### src/rtl/hazard_control_unit.sv
// Hazard sequencer for the 5-stage core: load-use stalls, taken-branch flushes, MDU freeze.
// Optional performance counters are built only when HAZARD_PERF_CNT_EN is defined.
module hazard_control_unit #(
    parameter int unsigned MDU_LATENCY = 4,
    parameter int unsigned REG_W       = 5
) (
    input  logic             clk,
    input  logic             reset_n,
    input  logic [REG_W-1:0] IFID_src1,
    input  logic [REG_W-1:0] IFID_src2,
    input  logic             IFID_uses_src2,
    input  logic             IDEX_MemRead,
    input  logic [REG_W-1:0] IDEX_dest,
    input  logic             IDEX_mdu_start,
    input  logic             EX_branch_taken,
    output logic             PC_write,
    output logic             IFID_write,
    output logic             IDEX_write,
    output logic             IFID_flush,
    output logic             IDEX_flush,
    output logic             EXMEM_bubble,
    output logic             mdu_busy,
    output logic             mdu_done,
    output logic [31:0]      stall_cnt,
    output logic [31:0]      flush_cnt
);

    localparam int unsigned     CNT_W    = (MDU_LATENCY > 1) ? $clog2(MDU_LATENCY) : 1;
    localparam logic [CNT_W-1:0] CNT_LOAD = CNT_W'(MDU_LATENCY - 1);

    typedef enum logic {
        RUN      = 1'b0,
        MDU_BUSY = 1'b1
    } state_t;

    state_t           state_q, state_d;
    logic [CNT_W-1:0] cnt_q, cnt_d;
    logic             lu;
    logic             frozen;

    always_comb begin
        lu = IDEX_MemRead && (IDEX_dest != '0) &&
             ((IDEX_dest == IFID_src1) || (IFID_uses_src2 && (IDEX_dest == IFID_src2)));
        frozen = (state_q == MDU_BUSY) && (cnt_q != '0);

        state_d      = state_q;
        cnt_d        = cnt_q;
        PC_write     = 1'b1;
        IFID_write   = 1'b1;
        IDEX_write   = 1'b1;
        IFID_flush   = 1'b0;
        IDEX_flush   = 1'b0;
        EXMEM_bubble = 1'b0;
        mdu_busy     = 1'b0;
        mdu_done     = 1'b0;

        if (frozen) begin
            PC_write     = 1'b0;
            IFID_write   = 1'b0;
            IDEX_write   = 1'b0;
            EXMEM_bubble = 1'b1;
            mdu_busy     = 1'b1;
            cnt_d        = cnt_q - CNT_W'(1);
        end else begin
            // Final MDU cycle resolves hazards exactly like RUN, plus the done pulse.
            if (state_q == MDU_BUSY) begin
                mdu_done = 1'b1;
                mdu_busy = 1'b1;
                state_d  = RUN;
            end
            if (EX_branch_taken) begin
                IFID_flush = 1'b1;
                IDEX_flush = 1'b1;
            end else if (lu) begin
                PC_write   = 1'b0;
                IFID_write = 1'b0;
                IDEX_flush = 1'b1;
            end
            if (IDEX_mdu_start && !EX_branch_taken) begin
                cnt_d   = CNT_LOAD;
                state_d = MDU_BUSY;
            end
        end

        if (!reset_n) begin
            PC_write     = 1'b0;
            IFID_write   = 1'b0;
            IDEX_write   = 1'b0;
            IFID_flush   = 1'b0;
            IDEX_flush   = 1'b0;
            EXMEM_bubble = 1'b0;
            mdu_busy     = 1'b0;
            mdu_done     = 1'b0;
        end
    end

    always_ff @(posedge clk) begin
        if (!reset_n) begin
            state_q <= RUN;
            cnt_q   <= '0;
        end else begin
            state_q <= state_d;
            cnt_q   <= cnt_d;
        end
    end

`ifdef HAZARD_PERF_CNT_EN
    logic [31:0] stall_cnt_q;
    logic [31:0] flush_cnt_q;

    always_ff @(posedge clk) begin
        if (!reset_n) begin
            stall_cnt_q <= '0;
            flush_cnt_q <= '0;
        end else begin
            if (!PC_write) stall_cnt_q <= stall_cnt_q + 32'd1;
            if (IFID_flush) flush_cnt_q <= flush_cnt_q + 32'd1;
        end
    end

    assign stall_cnt = stall_cnt_q;
    assign flush_cnt = flush_cnt_q;
`else
    assign stall_cnt = '0;
    assign flush_cnt = '0;
`endif

endmodule

### config.mk
export PLATFORM = sky130hd
export DESIGN_NAME = hazard_control_unit
export DESIGN_NICKNAME = d
export VERILOG_FILES = /design/src/rtl/hazard_control_unit.sv
export SDC_FILE = /design/constraint.sdc
export NUM_CORES = 1
export LEC_CHECK = 0
export CAP_MARGIN = 15
export CORE_MARGIN = 3
export CORE_UTILIZATION = 29
export CTS_CLUSTER_SIZE = 10
export DETAILED_ROUTE_END_ITERATION = 10
export PLACE_DENSITY = 0.86
export SLEW_MARGIN = 20
export SYNTH_ARGS = -nofsm -noshare
export SYNTH_HDL_FRONTEND = slang
export SYNTH_SLANG_ARGS = --single-unit
### constraint.sdc
create_clock -name clk -period 3.8 [get_ports clk]
set_input_delay 0.76 -clock clk [delete_from_list [all_inputs] [get_ports clk]]
set_output_delay 0.76 -clock clk [all_outputs]
set_load 0.005 [all_outputs]
==> impl_metrics.yaml <==
place:
  gp_congestion: 0.729
  post-dp-hpwl_um: 1320
  port_buffers: 28
synthesis:
  synth.distinct_cells: 23
  synthTopCellsByArea: "buf_4, xor2_1, dfxtp_1, inv_1, and2_1"
  synthSimpleGateAreaFrac: 0.103
  yosysMostFrequentCell: "buf_4"
  seq_area_frac_synth: 0.0748
  syn_inst: 106
  synth_compound_area_frac: 0.0576
  netlist.area_leader.share: 0.607
  synthArstFlopShare: 0
  syn_area_per_cell_sq_um: 7.58
  ys_seq_elements: 3
  synthAdderAreaFrac: 0.0156
  synth_mux_area_frac: 0
  synth-main-ff-cell: "dfxtp_1"
  synth-xor-area-share: 0.109
  synth_top_family_by_area: "buffers and inverters"
  synth_edf_count: 0
  synth_common_cells: "buf_4, xor2_1, inv_1"
  yosys_warnings: 0
  synth_area_sq_um: 803
  yosysTopAreaCell: "buf_4"
worst_setup_path:
  cpMaxStageDelayCell: "clkdlybuf4s50_1"
  critPathCaptureType: "primary output"
  cp_common_cell: "clkdlybuf4s50_1"
  critPathMaxStageDelay_ns: 0.55
  critPathKind: "in -> out"
  required_ns: 3.04
  cp_cell_sequence: "clkdlybuf4s50_1 -> xor2_1 -> nor4_2 -> a32oi_1 -> o31ai_1 -> clkdlybuf4s50_1"
  worstPathArrival_ns: 2.66
  start_kind: "primary input"
  worstPathMaxFanout: 3
route:
  drtIter0Drc: 13
  wire_per_inst_um: 8.45
  antenna_left: 0
  drt_pass1_iterations: 4
  wl_um: 1400
  drcViolationCount: 0
  via_per_inst: 3.37
  vias: 560
floorplan:
  dieWidth_um: 58.6
  die_area_sq_mm: 0.00344
  die_h_um: 58.6
  ios: 93
  initial_core_util: 0.316
  rows: 18
  core_sq_mm: 0.00254
clocking:
  clockBufferDepth: 2
  root_buffer: "clkbuf_4"
  post_cts_resized: 0
  htree_num_levels: 1
  post_cts_buffers: 0
  clk_latency_ns: 0.23
  clock_sink_count: 3
  clk_pin_slew_ns: 0.04
  cts_buffers: 3
  cts_hold_buf: 0
  cts_tree: "done"
final_layout:
  seqCellArea_sq_um: 60.1
  area_delta_synth_final_pct: 11.5
  nets: 159
  num-fill-cells: 275
  multi_input_area_sq_um: 469
  drive_above_1_share: 0.0368
  n_antenna_cell: 0
power_and_ir_drop:
  p_per_area_mw_per_mm2: 185
  swShare: 0.328
  pwr-share-clk: 0.330
  power_frac_comb: 0.455
  power.leakage_nw: 0.470
  p_int_mw: 0.111
  switchingPower_mw: 0.0542
  ir_drop_uv: 173
  seqPwrFrac: 0.214
global_route:
  grt_pass1_vias: 400
  grt_usage: 0.0622
  antenna_found_initial: 0
  grt_pass1_wl_um: 1660
  overflow: 0
  grt_max_degree: 7
sta:
  fin_setup_tns_ns: 0
  rsz0062_at_grt: "no"
  whs_ns: 0.495
  period_share: 0.899
  drv_slew: 0
  finalCriticalPeriod_ns: 3.42
  fmax_mhz: 293
  finalSetupViolations: 0
  finalHoldViolations: 0
  skew_ns: 0.000929
run:
  cap_violations: 0
worst_hold_path:
  hold_path_class: "reg -> reg"
status:
  outcome: "finished clean"
-- sequential cells by signal (all words and copies together), names as in the netlist --
| register | cells |
|---|---|
| cnt_q | 2 |
| state_q | 1 |
-- cell families after synthesis --
logic type,Yosys count
fa+ha+maj,1
other cells,1
compound gates,6
buf+inv,71
xor+xnor,10
flops,3
simple gates,14
-- power groups by stage --
stage	clock network (mW)	registers (mW)	logic [mW]
after floorplan	0	0.0357	0.0847
after global placement	0	0.0359	0.0723
after detailed placement	0	0.0359	0.0736
after CTS	0.0562	0.0354	0.0741
after global routing	0.0588	0.0355	0.0840
final	0.0547	0.0354	0.0753
-- stage by stage --
step | worst slack, ns | power [mW] | cell area, sq um | instances | util
floorplan | 1.30 | 0.120 | 1040 | 169 | -
global placement | 0.390 | 0.108 | 870 | 162 | 0.342
detailed placement | 0.382 | 0.109 | 870 | 162 | 0.342
CTS | 0.363 | 0.166 | 896 | 166 | 0.352
global route | 0.246 | 0.178 | 896 | 166 | 0.352
finish | 0.383 | 0.165 | 896 | 166 | 0.352
-- cells in the final DEF, fill, tap and decap left out --
master	instances
clkbuf_4	3
clkdlybuf4s50_1	28
and3_1	1
nor2_1	3
o21ai_0	1
o21ai_1	1
inv_1	6
o31ai_1	1
nand2_1	2
o31a_1	1
nor2b_1	1
dfxtp_1	3
clkbuf_1	1
ha_1	1
a32oi_1	1
and2_1	2
o221a_2	1
nor4_2	1
xor2_1	9
nor3_1	1
nand2b_1	1
xnor2_1	1
nor3b_1	1
conb_1	64
or4_1	1
-- final cells by class --
cell class,instances,share of cell area
multi-input cells,95,0.524
well taps,30,0.0419
inverters,6,0.0251
clock buffers,4,0.0293
flip-flops and latches,3,0.0670
repair buffers,28,0.313
-- worst paths after layout --
path              cells past startpoint  slack (ns)         start          to
setup / recovery                      6        0.38  IDEX_dest[4]  IDEX_flush
setup reg to reg                      5        2.54      cnt_q[0]    cnt_q[1]
hold / removal                        2        0.49      cnt_q[0]    cnt_q[0]
hold reg to reg                       2        0.49      cnt_q[0]    cnt_q[0]
-- critical path, delay by kind of cell --
family / cells / cell delay [ns]
AOI/OAI and AO/OA: 2 / 0.43
xor gates and xnor gates: 1 / 0.19
buffers and inverters: 2 / 1.01
and+or+nand+nor: 1 / 0.26
-- routing by layer --
| layer | wire length, um | part of all wire | track usage | up-vias |
|---|---|---|---|---|
| met4 | 0 | 0 | 0.00971 | 0 |
| met2 | 805 | 0.57 | 0.131 | 53 |
| met5 | 0 | 0 | 0 | - |
| li1 | - | - | - | 264 |
| met3 | 221 | 0.16 | 0.0197 | 0 |
| met1 | 375 | 0.27 | 0.0577 | 243 |
Power figures use the tool's default switching activity.
